<file path="src/rtl/mem_arbiter_if.sv">
// Bundles the fetch, load/store and shared-memory request/response signals of the arbiter.
// The slave modport is the arbiter's view; the master modport is the requesters plus the memory.
interface mem_arbiter_if #(
    parameter int ADDR_W = 64,
    parameter int DATA_W = 64
);
    logic              ifu_req_valid;
    logic              ifu_req_ready;
    logic [ADDR_W-1:0] ifu_addr;
    logic              ifu_resp_valid;
    logic [DATA_W-1:0] ifu_rdata;

    logic                 lsu_req_valid;
    logic                lsu_req_ready;
    logic                lsu_we;
    logic [ADDR_W-1:0]   lsu_addr;
    logic [DATA_W-1:0]   lsu_wdata;
    logic [DATA_W/8-1:0] lsu_wmask;
    logic                lsu_resp_valid;
    logic [DATA_W-1:0]   lsu_rdata;

    logic                mem_req_valid;
    logic                mem_req_ready;
    logic                mem_we;
    logic [ADDR_W-1:0]   mem_addr;
    logic [DATA_W-1:0]   mem_wdata;
    logic [DATA_W/8-1:0] mem_wmask;
    logic                mem_resp_valid;
    logic [DATA_W-1:0]   mem_rdata;

    modport slave (
        input  ifu_req_valid, ifu_addr,
        output ifu_req_ready, ifu_resp_valid, ifu_rdata,
        input  lsu_req_valid, lsu_we, lsu_addr, lsu_wdata, lsu_wmask,
        output lsu_req_ready, lsu_resp_valid, lsu_rdata,
        output mem_req_valid, mem_we, mem_addr, mem_wdata, mem_wmask,
        input  mem_req_ready, mem_resp_valid, mem_rdata
    );

    modport master (
        output ifu_req_valid, ifu_addr,
        input  ifu_req_ready, ifu_resp_valid, ifu_rdata,
        output lsu_req_valid, lsu_we, lsu_addr, lsu_wdata, lsu_wmask,
        input  lsu_req_ready, lsu_resp_valid, lsu_rdata,
        input  mem_req_valid, mem_we, mem_addr, mem_wdata, mem_wmask,
        output mem_req_ready, mem_resp_valid, mem_rdata
    );
endinterface

</file>
<file path="src/rtl/mem_arbiter.sv">
// Round-robin arbiter sharing one memory port between fetch and load/store, one transaction in flight.
// Minimum 4 cycles accept-to-accept; req_ready only in IDLE, memory stalls extend ISSUE 1:1.
module mem_arbiter #(
    parameter int ADDR_W = 64,
    parameter int DATA_W = 64
) (
    input  logic          clk,
    input  logic          rst,
    mem_arbiter_if.slave  bus
);
    typedef enum logic [1:0] {IDLE, ISSUE, WAIT, RESP} state_t;

    state_t              state_q, state_d;
    logic                grant_ifu, grant_lsu;
    logic                owner_lsu_q;
    logic                last_lsu_q;
    logic                lat_we_q;
    logic [ADDR_W-1:0]   lat_addr_q;
    logic [DATA_W-1:0]   lat_wdata_q;
    logic [DATA_W/8-1:0] lat_wmask_q;
    logic [DATA_W-1:0]   ifu_rdata_q;
    logic [DATA_W-1:0]   lsu_rdata_q;

    always_comb begin
        state_d   = state_q;
        grant_ifu = 1'b0;
        grant_lsu = 1'b0;
        case (state_q)
            IDLE: begin
                // Gated by rst so no handshake completes on a reset edge.
                if (!rst) begin
                    grant_ifu = bus.ifu_req_valid && (!bus.lsu_req_valid || last_lsu_q);
                    grant_lsu = bus.lsu_req_valid && !grant_ifu;
                    if (grant_ifu || grant_lsu) state_d = ISSUE;
                end
            end
            ISSUE:   if (bus.mem_req_ready) state_d = WAIT;
            WAIT:    if (bus.mem_resp_valid) state_d = RESP;
            RESP:    state_d = IDLE;
            default: state_d = IDLE;
        endcase
    end

    always_ff @(posedge clk) begin
        if (rst) begin
            state_q     <= IDLE;
            owner_lsu_q <= 1'b0;
            last_lsu_q  <= 1'b1;
            lat_we_q    <= 1'b0;
            lat_addr_q  <= '0;
            lat_wdata_q <= '0;
            lat_wmask_q <= '0;
            ifu_rdata_q <= '0;
            lsu_rdata_q <= '0;
        end else begin
            state_q <= state_d;
            if (grant_ifu) begin
                owner_lsu_q <= 1'b0;
                last_lsu_q  <= 1'b0;
                lat_we_q    <= 1'b0;
                lat_addr_q  <= bus.ifu_addr;
                lat_wdata_q <= '0;
                lat_wmask_q <= '0;
            end else if (grant_lsu) begin
                owner_lsu_q <= 1'b1;
                last_lsu_q  <= 1'b1;
                lat_we_q    <= bus.lsu_we;
                lat_addr_q  <= bus.lsu_addr;
                lat_wdata_q <= bus.lsu_wdata;
                lat_wmask_q <= bus.lsu_wmask;
            end
            if (state_q == WAIT && bus.mem_resp_valid) begin
                if (owner_lsu_q) lsu_rdata_q <= lat_we_q ? '0 : bus.mem_rdata;
                else             ifu_rdata_q <= bus.mem_rdata;
            end
        end
    end

    assign bus.ifu_req_ready  = grant_ifu;
    assign bus.lsu_req_ready  = grant_lsu;
    assign bus.mem_req_valid  = (state_q == ISSUE);
    assign bus.mem_we         = lat_we_q;
    assign bus.mem_addr       = lat_addr_q;
    assign bus.mem_wdata      = lat_wdata_q;
    assign bus.mem_wmask      = lat_wmask_q;
    assign bus.ifu_resp_valid = (state_q == RESP) && !owner_lsu_q;
    assign bus.lsu_resp_valid = (state_q == RESP) && owner_lsu_q;
    assign bus.ifu_rdata      = ifu_rdata_q;
    assign bus.lsu_rdata      = lsu_rdata_q;
endmodule

</file>
<file path="src/flat_wrapper.sv">
// flat-port wrapper written by rule: the top's interface ports become plain ports
module mem_arbiter_flat 
#(
    parameter int ADDR_W = 64,
    parameter int DATA_W = 64
)
  (clk, rst, bus_ifu_req_valid, bus_ifu_addr, bus_ifu_req_ready, bus_ifu_resp_valid, bus_ifu_rdata, bus_lsu_req_valid, bus_lsu_we, bus_lsu_addr, bus_lsu_wdata, bus_lsu_wmask, bus_lsu_req_ready, bus_lsu_resp_valid, bus_lsu_rdata, bus_mem_req_valid, bus_mem_we, bus_mem_addr, bus_mem_wdata, bus_mem_wmask, bus_mem_req_ready, bus_mem_resp_valid, bus_mem_rdata);
  mem_arbiter_if #(.ADDR_W(ADDR_W), .DATA_W(DATA_W)) bus_i ();
  input  logic clk;
  input  logic rst;
  input wire logic [$bits(bus_i.ifu_req_valid)-1:0] bus_ifu_req_valid;
  input wire logic [$bits(bus_i.ifu_addr)-1:0] bus_ifu_addr;
  output wire logic [$bits(bus_i.ifu_req_ready)-1:0] bus_ifu_req_ready;
  output wire logic [$bits(bus_i.ifu_resp_valid)-1:0] bus_ifu_resp_valid;
  output wire logic [$bits(bus_i.ifu_rdata)-1:0] bus_ifu_rdata;
  input wire logic [$bits(bus_i.lsu_req_valid)-1:0] bus_lsu_req_valid;
  input wire logic [$bits(bus_i.lsu_we)-1:0] bus_lsu_we;
  input wire logic [$bits(bus_i.lsu_addr)-1:0] bus_lsu_addr;
  input wire logic [$bits(bus_i.lsu_wdata)-1:0] bus_lsu_wdata;
  input wire logic [$bits(bus_i.lsu_wmask)-1:0] bus_lsu_wmask;
  output wire logic [$bits(bus_i.lsu_req_ready)-1:0] bus_lsu_req_ready;
  output wire logic [$bits(bus_i.lsu_resp_valid)-1:0] bus_lsu_resp_valid;
  output wire logic [$bits(bus_i.lsu_rdata)-1:0] bus_lsu_rdata;
  output wire logic [$bits(bus_i.mem_req_valid)-1:0] bus_mem_req_valid;
  output wire logic [$bits(bus_i.mem_we)-1:0] bus_mem_we;
  output wire logic [$bits(bus_i.mem_addr)-1:0] bus_mem_addr;
  output wire logic [$bits(bus_i.mem_wdata)-1:0] bus_mem_wdata;
  output wire logic [$bits(bus_i.mem_wmask)-1:0] bus_mem_wmask;
  input wire logic [$bits(bus_i.mem_req_ready)-1:0] bus_mem_req_ready;
  input wire logic [$bits(bus_i.mem_resp_valid)-1:0] bus_mem_resp_valid;
  input wire logic [$bits(bus_i.mem_rdata)-1:0] bus_mem_rdata;
  assign bus_i.ifu_req_valid = bus_ifu_req_valid;
  assign bus_i.ifu_addr = bus_ifu_addr;
  assign bus_ifu_req_ready = bus_i.ifu_req_ready;
  assign bus_ifu_resp_valid = bus_i.ifu_resp_valid;
  assign bus_ifu_rdata = bus_i.ifu_rdata;
  assign bus_i.lsu_req_valid = bus_lsu_req_valid;
  assign bus_i.lsu_we = bus_lsu_we;
  assign bus_i.lsu_addr = bus_lsu_addr;
  assign bus_i.lsu_wdata = bus_lsu_wdata;
  assign bus_i.lsu_wmask = bus_lsu_wmask;
  assign bus_lsu_req_ready = bus_i.lsu_req_ready;
  assign bus_lsu_resp_valid = bus_i.lsu_resp_valid;
  assign bus_lsu_rdata = bus_i.lsu_rdata;
  assign bus_mem_req_valid = bus_i.mem_req_valid;
  assign bus_mem_we = bus_i.mem_we;
  assign bus_mem_addr = bus_i.mem_addr;
  assign bus_mem_wdata = bus_i.mem_wdata;
  assign bus_mem_wmask = bus_i.mem_wmask;
  assign bus_i.mem_req_ready = bus_mem_req_ready;
  assign bus_i.mem_resp_valid = bus_mem_resp_valid;
  assign bus_i.mem_rdata = bus_mem_rdata;
  mem_arbiter #(.ADDR_W(ADDR_W), .DATA_W(DATA_W)) u_core (.clk(clk), .rst(rst), .bus(bus_i));
endmodule
</file>
<file path="config.mk">
export PLATFORM = sky130hd
export DESIGN_NAME = mem_arbiter_flat
export DESIGN_NICKNAME = d
export VERILOG_FILES = /design/src/rtl/mem_arbiter_if.sv /design/src/rtl/mem_arbiter.sv /design/src/flat_wrapper.sv
export SDC_FILE = /design/constraint.sdc
export NUM_CORES = 1
export LEC_CHECK = 0
export ABC_AREA = 1
export CAP_MARGIN = 10
export CORE_AREA = 3 3 210 212
export DETAILED_ROUTE_END_ITERATION = 8
export DIE_AREA = 0 0 213 215
export SLEW_MARGIN = 20
export SYNTH_ARGS = -nofsm -noshare
export SYNTH_HDL_FRONTEND = slang
export SYNTH_SLANG_ARGS = --single-unit
</file>
<file path="constraint.sdc">
create_clock -name clk -period 1.6 [get_ports clk]
set_input_delay 0.16 -clock clk [delete_from_list [all_inputs] [get_ports clk]]
set_output_delay 0.16 -clock clk [all_outputs]
set_load 0.1 [all_outputs]
</file>
==> results of run 1 <==
-- per-stage QoR --
step | power (mW) | instance area, um^2 | setup WS, ps
floorplan | 16.4 | 10900 | -107
global placement | 22.3 | 19900 | -37.5
detailed placement | 22.4 | 19900 | -88.2
CTS | 31.1 | 21500 | -343
global route | 33.1 | 22400 | -373
finish | 32.0 | 22400 | -280
-- worst min path at each step --
stage                            startpoint                       to  slack, ps  cells after the start
floorplan                  bus_mem_rdata[0]  u_core.bus.ifu_rdata[0]        290                      2
global placement    u_core.bus.mem_wdata[3]  u_core.bus.mem_wdata[3]        480                      2
detailed placement  u_core.bus.mem_wdata[3]  u_core.bus.mem_wdata[3]        490                      2
CTS                       bus_ifu_req_valid  u_core.bus.mem_addr[18]         20                      5
global route              bus_ifu_req_valid  u_core.bus.mem_addr[18]         60                      5
finish                    bus_ifu_req_valid  u_core.bus.mem_addr[18]         40                      5
-- critical path: cells and delay by family (launching register included) --
kind	cells	cell delay, ps
and+or+nand+nor	2	250
buffers and inverters	4	400
DFF	1	330
adders and majority gates	1	160
-- per-layer routing --
metal,part of all wire [%],up-vias,GRT usage (%)
li1,-,6010,-
met1,36,6119,23.4
met2,48,615,35.3
met3,11,123,9.11
met4,4.4,14,7.78
met5,0.17,-,0
-- area by class of cell --
class | count | area (um^2)
Antenna cell | 3 | 7.51
Clock buffer | 39 | 856
Clock inverter | 18 | 249
Fill cell | 3692 | 19700
Inverter | 82 | 340
Multi-Input combinational cell | 961 | 4790
Sequential cell | 269 | 5390
Tap cell | 539 | 674
Timing Repair Buffer | 664 | 10100
-- cells in the mapped netlist --
| cell type | number | share of area, % |
|---|---|---|
| sky130_fd_sc_hd__clkbuf_1 | 30 | 1.0 |
| sky130_fd_sc_hd__a21oi_2 | 1 | 0.081 |
| sky130_fd_sc_hd__buf_1 | 8 | 0.28 |
| sky130_fd_sc_hd__o21ai_0 | 65 | 3.0 |
| sky130_fd_sc_hd__nor2_1 | 138 | 4.8 |
| sky130_fd_sc_hd__inv_1 | 79 | 2.7 |
| sky130_fd_sc_hd__nand2_1 | 280 | 9.7 |
| sky130_fd_sc_hd__buf_2 | 82 | 3.8 |
| sky130_fd_sc_hd__a21oi_1 | 138 | 6.4 |
| sky130_fd_sc_hd__nor2_4 | 1 | 0.10 |
| sky130_fd_sc_hd__nand4_1 | 128 | 7.4 |
| sky130_fd_sc_hd__ha_1 | 5 | 0.58 |
| sky130_fd_sc_hd__inv_2 | 3 | 0.10 |
| sky130_fd_sc_hd__dfxtp_1 | 269 | 50 |
| sky130_fd_sc_hd__o211ai_1 | 1 | 0.069 |
| sky130_fd_sc_hd__nand3_1 | 203 | 9.4 |
| sky130_fd_sc_hd__buf_4 | 13 | 0.90 |
-- power breakdown --
group	internal, mW	switching (mW)	leakage (nW)
Clock	4.73	3.02	0.546
Combinational	6.16	9.71	6.37
Sequential	7.52	0.893	2.18
Total	18.4	13.6	9.10
-- sequential cells by signal, summed over array words and instances (netlist names) --
register / flops
u_core.bus.ifu_rdata: 64
u_core.bus.lsu_rdata: 64
u_core.bus.mem_addr: 64
u_core.bus.mem_wdata: 64
u_core.bus.mem_wmask: 8
u_core.state_q: 2
u_core.bus.mem_we: 1
u_core.last_lsu_q: 1
u_core.owner_lsu_q: 1
-- timing repair --
item / in CTS / in global routing
gates cloned: 10 / 26
setup endpoints to repair: 118 / 268
resized for setup: 32 / 123
pin swaps: 7 / 56
buffers inserted: 16 / 10
-- cell families after synthesis --
kind of cell / after synthesis / synth area share [%]
adders and majority gates: 5 / 0.577
DFF: 269 / 49.7
AOI/OAI and AO/OA: 205 / 9.53
and+or+nand+nor: 750 / 31.4
buffers and inverters: 215 / 8.85
==> summary.md, run 1 <==
| Metric | Value |
|---|---|
| CTS tree | yes |
| Tmin final | 1880 ps |
| Area grow syn2layout | 107% |
| Synth warnings | 0 |
| Net count after synthesis | 1,720 |
| Commonest non-fill, non-tap cell in the layout | sky130_fd_sc_hd__buf_12 |
| Type of element launching the critical path | flop |
| Origin of the critical flop-to-flop path | u_core.state_q[1] |
| Final Routed Wirelength | 56.7 mm |
| Run status | finished with violations |
| TritonCTS sink count | 269 |
| Antenna violations before repair | 10 |
| Maximum net fanout on the critical path | 4 |
| Effective utilization at floorplan | 25.7% |
| Final worst path period share | 117% |
| Clk_lat worst skew | 580 ps |
| Number of max-capacitance violations reported | 0 |
| Proportion of synthesized chip area in sequential cells | 49.7% |
| Number of cells in the finished layout apart from fillers | 2,575 |
| Syn Std Cell Area | 0.0108 mm^2 |
| Post-layout worst setup margin | -280 ps |
| Most used cells in the layout excluding fill and tap cells | 301 x sky130_fd_sc_hd__buf_12, 268 x sky130_fd_sc_hd__clkdlybuf4s50_1, 266 x sky130_fd_sc_hd__nand2_1 |
| Crit path largest cell delay | 330 ps |
| Required @ worst endpoint | 1440 ps |
| Achievable frequency | 532 MHz |
| Number of iterations in the first detailed-routing pass | 6 |
| Endpoints failing hold | 0 |
| Number of H-tree branching levels | 1 |
| CP endpoint kind | primary output |
| Floorplan die width | 213 um |
| Hold_ws | 42.6 ps |
| Wire length of the first global-routing pass | 75.4 mm |
| Number of core rows | 75 |
| Final core area utilization | 53.2% |
| Core Footprint | 0.0421 mm^2 |
| Wire length per cell | 22.0 um |
| Post-route DRC violation count | 0 |
| Number of design-rule violations left by the first detailed-router iteration | 961 |
| DPL Wire Length | 35.7 mm |
| Number of buffers inserted during clock tree synthesis | 31 |
| Setup violators final | 241 |
| Critical path's slowest cell | sky130_fd_sc_hd__dfxtp_2 |
| End point of the critical path | bus_lsu_req_ready |
| Maximum clock skew at final layout | 23.4 ps |
| Total Routing Usage GR | 21.0% |
| Number of input and output port buffers inserted | 540 |
| Flip-flop and latch count after synthesis | 269 |
| Max transition margin | 72.7% |
| Peak supply drop | 1210 uV |
| CTS Root Buffer Type | sky130_fd_sc_hd__clkbuf_16 |
| Final max-slew violation count | 0 |
| Share of post-route cells with drive strength above 1 | 25.8% |
| Buffer levels on the longest clock path | 3 |
| Global route total overflow | 0 |
| Path type of the worst min-delay path | input port to flop |
| Crit path cell chain | inv_2, ha_4, inv_4, nor2_4, nand2_4, clkinvlp_4, buf_12 |
| Unrepaired setup endpoints after global routing | yes |
| Via density per instance | 5.00 |
| Failing checks | setup timing |
| Die extent in y | 215 um |
| Layout net count | 2,285 |
| I/O pin cnt | 541 |
| Via count of the first global-routing pass | 12,420 |
| CTS clk-pin slew, worst paths | 70 ps |
| Actual slew at the worst max-slew pin | 410 ps |
| PwrDens | 1430 mW/mm^2 |
| Yosys cell types | 17 |
| Worst setup path startpoint | u_core.state_q[1] |
| Die area | 0.0458 mm^2 |
| Post-Place Cells | 2,460 |
| Largest net degree at the start of global routing | 72 |
| Register-to-Register Path Depth | 9 |
| Number of buffers added to fix hold violations after cts | 0 |
| FF-to-FF End | u_core.bus.mem_wdata[30] |
| Number of instances in the synthesized netlist | 1,444 |
| Critical path type | flop to primary output |
| Register-to-register path setup slack | -210 ps |
| Mean instance size in the synthesized netlist | 7.50 um^2 |
| Total vias in the final route | 12,881 |
| Data arrival time of the worst path | 1720 ps |
| Antenna Nets Post-Route | 0 |
| Final TNS setup | -16,130 ps |
| Leak pwr | 9.10 nW |
| Weighted congestion reported at the end of routability-driven placement | 0.846 |
(Power assumes the default switching activity.)
==> run 2, diff against run 1 <==
- CTS_CLUSTER_DIAMETER: default -> 60
==> run 2 against run 1 <==
- the run still ends with setup timing left
- utilization is 0.61 points higher
- maximum frequency hardly changed
- via count shrank 0.51%
- first-iteration DRC count fell by 5.2%
- sequential cell count unchanged
- non-clock buffer count is 1 higher
- die area unchanged
- sequential power about the same
- final area up 1.1%
==> summary.md, run 2 (same netlist as run 1, synthesis figures left out) <==
| Metric | Value |
|---|---|
| Via count of the first global-routing pass | 12,501 (+0.65%) |
| Antenna Nets Post-Route | 0 (unchanged) |
| Final max-slew violation count | 0 (unchanged) |
| Die area | 0.0458 mm^2 (unchanged) |
| Wire length per cell | 21.5 um (-2.5%) |
| Clk_lat worst skew | 530 ps (-50 ps) |
| Proportion of power drawn by the clock network | 24.7% (+0.5 points) |
| CTS clk-pin slew, worst paths | 60 ps (about the same) |
| Layout net count | 2,288 (+0.13%) |
| Sequential cell area | 0.00539 mm^2 (unchanged) |
| Register-to-Register Path Depth | 12 (+3) |
| WHS Endpoint | u_core.bus.mem_addr[20] |
| Wire length of the first global-routing pass | 76.4 mm (+1.4%) |
| Number of H-tree branching levels | 2 (+1) |
| Dpl ws | -88.2 ps (unchanged) |
| Tmin final | 1880 ps (-0.525 ps) |
| Leak pwr | 9.14 nW (+0.41%) |
| Number of cells traversed by the worst hold path | 5 (unchanged) |
| Achievable frequency | 532 MHz (about the same) |
| Filler cells | 3,636 (-1.5%) |
| Origin of the critical flop-to-flop path | u_core.state_q[1] |
| Area occupied by multi-input gates | 0.00502 mm^2 (+4.9%) |
| Buffer levels on the longest clock path | 3 (unchanged) |
| Global route total overflow | 0 (unchanged) |
| Number of iterations in the first detailed-routing pass | 5 (-1) |
| Floorplan die width | 213 um (unchanged) |
| Maximum clock skew at final layout | 15.7 ps (-7.66 ps) |
| Unrepaired setup endpoints after global routing | yes |
| Required @ worst endpoint | 2040 ps (+600 ps) |
| Effective utilization at floorplan | 25.7% (unchanged) |
| Number of buffers added to fix hold violations after cts | 0 (unchanged) |
| I/O pin cnt | 541 (unchanged) |
| Number of core rows | 75 (unchanged) |
| CP endpoint kind | flop |
| PwrDens | 1450 mW/mm^2 (+1.2%) |
| Internal power component | 18.9 mW (+2.8%) |
| Path type of the worst min-delay path | input port to flop |
| Share of post-route cells with drive strength above 1 | 27.9% (+2.2 points) |
| Post-route DRC violation count | 0 (unchanged) |
| Antenna violations before repair | 10 (unchanged) |
| Type of element launching the critical path | flop |
| Sequential fraction of design power | 25.6% (-0.6 points) |
| Critical path type | flop to flop |
| Post-layout worst setup margin | -279 ps (+0.525 ps) |
| Endpoints failing hold | 0 (unchanged) |
| Register-to-register path setup slack | -280 ps (-70 ps) |
| DPL Wire Length | 35.7 mm (unchanged) |
| CTS Root Buffer Type | sky130_fd_sc_hd__clkbuf_16 |
| Commonest non-fill, non-tap cell in the layout | sky130_fd_sc_hd__buf_12 |
| Final worst path period share | 117% (about the same) |
| Peak supply drop | 1190 uV (-1.4%) |
| Setup violators final | 137 (-43%) |
| Largest net degree at the start of global routing | 72 (unchanged) |
| Number of input and output port buffers inserted | 540 (unchanged) |
| Max transition margin | 73.3% (+0.63 points) |
| Total vias in the final route | 12,815 (-0.51%) |
| Switching power | 13.9 mW (+1.8%) |
| Number of buffers inserted during clock tree synthesis | 34 (+9.7%) |
| Data arrival time of the worst path | 2320 ps (+600 ps) |
| Via density per instance | 4.97 (-0.63%) |
| Final Routed Wirelength | 55.3 mm (-2.4%) |
| TritonCTS sink count | 269 (unchanged) |
| FF-to-FF End | u_core.bus.mem_wdata[36] |
| Final TNS setup | -24,750 ps (-8620 ps) |
| Worst setup path startpoint | u_core.state_q[1] |
| Number of design-rule violations left by the first detailed-router iteration | 911 (-5.2%) |
| Area grow syn2layout | 109% |
| Failing checks | setup timing |
| Sw Share | 42.3% (-0.23 points) |
| Most used cells in the layout excluding fill and tap cells | 310 x sky130_fd_sc_hd__buf_12, 272 x sky130_fd_sc_hd__nand2_1, 268 x sky130_fd_sc_hd__clkdlybuf4s50_1 |
| Run status | finished with violations |
| Maximum net fanout on the critical path | 8 (+4) |
| Actual slew at the worst max-slew pin | 400 ps (-10.0 ps) |
| Core Footprint | 0.0421 mm^2 (unchanged) |
| CTS tree | yes |
| Hold path startpoint | bus_ifu_req_valid |
| Total Routing Usage GR | 21.5% (+0.53 points) |
| Die extent in y | 215 um (unchanged) |
| Combinational group share of total power | 49.7% (+0.2 points) |
| Weighted congestion reported at the end of routability-driven placement | 0.846 (unchanged) |
| Number of max-capacitance violations reported | 0 (unchanged) |
[run 2: cell count changes in the layout (fill, tap and decap cells not counted), sizes merged]
cell / delta
buf: +14
bufbuf: -6
bufinv: -2
clkinv: -1
clkinvlp: -1
nand2: -1
[run 2: worst max-delay path by stage]
stage / to
floorplan: bus_ifu_resp_valid
global placement: u_core.bus.mem_wdata[11]
detailed placement: u_core.bus.mem_wdata[13]
CTS: bus_lsu_req_ready
global route: u_core.bus.mem_wdata[36]
finish: u_core.bus.mem_wdata[36]
[run 2: per-layer routing]
layer	GRT usage (%)	wire length (um)	vias to the layer above
met2	35.7	26700	616
met4	9.34	2240	14
li1	-	-	6003
met5	0	107	-
met1	24.0	20100	6063
met3	9.17	6120	119
[run 2: area by class of cell]
cell class,count,area share [%]
antenna,3,0.0331
inverter,82,1.44
multi-input combinational,960,22.2
sequential,269,23.8
clock inverter,14,0.828
clock buffer,46,4.37
timing repair buffer,665,44.4
tap,539,2.97
[run 2: worst max-delay path, stage by stage, from the launching register on]
cell                      delay [ps]
sky130_fd_sc_hd__dfxtp_2         330
sky130_fd_sc_hd__inv_2            70
sky130_fd_sc_hd__ha_4            160
sky130_fd_sc_hd__inv_4            40
sky130_fd_sc_hd__nor2_4          180
sky130_fd_sc_hd__buf_4           150
sky130_fd_sc_hd__buf_6           100
sky130_fd_sc_hd__buf_12          130
sky130_fd_sc_hd__buf_12          110
sky130_fd_sc_hd__buf_6           100
sky130_fd_sc_hd__buf_16          130
sky130_fd_sc_hd__nand3_2         100
sky130_fd_sc_hd__a21oi_2         200
[run 2: power by group through the flow]
stage	clock network, mW	logic (mW)	registers [mW]
global route	8.54	16.9	8.47
CTS	8.30	15.4	8.38
finish	8.11	16.3	8.39
global placement	0	13.8	8.49
floorplan	0	2.87	13.5
detailed placement	0	13.9	8.53
[run 2: repair_timing]
item | CTS | global route
setup buffers | 23 | 11
cloned | 12 | 16
pin swaps | 63 | 22
endpoints found under the setup margin | 108 | 269
gates resized for setup | 115 | 64
[run 2: per-stage QoR]
| step | hold slack, ps | total power, mW | cells | cell area (um^2) | utilization (%) |
|---|---|---|---|---|---|
| after CTS | 50.4 | 32.1 | 2551 | 22100 | 52.4 |
| after global placement | 482 | 22.3 | 2460 | 19900 | 47.3 |
| final | 82.9 | 32.8 | 2578 | 22700 | 53.8 |
| after global routing | 109 | 33.9 | 2578 | 22700 | 53.8 |
| after floorplan | 295 | 16.4 | 1444 | 10900 | - |
| after detailed placement | 489 | 22.4 | 2460 | 19900 | 47.3 |
==> run 3, diff against run 2 <==
- CAP_MARGIN: 10 -> default
==> results of run 3 <==
Final layout, timing and power as in run 2 (identical DEF).
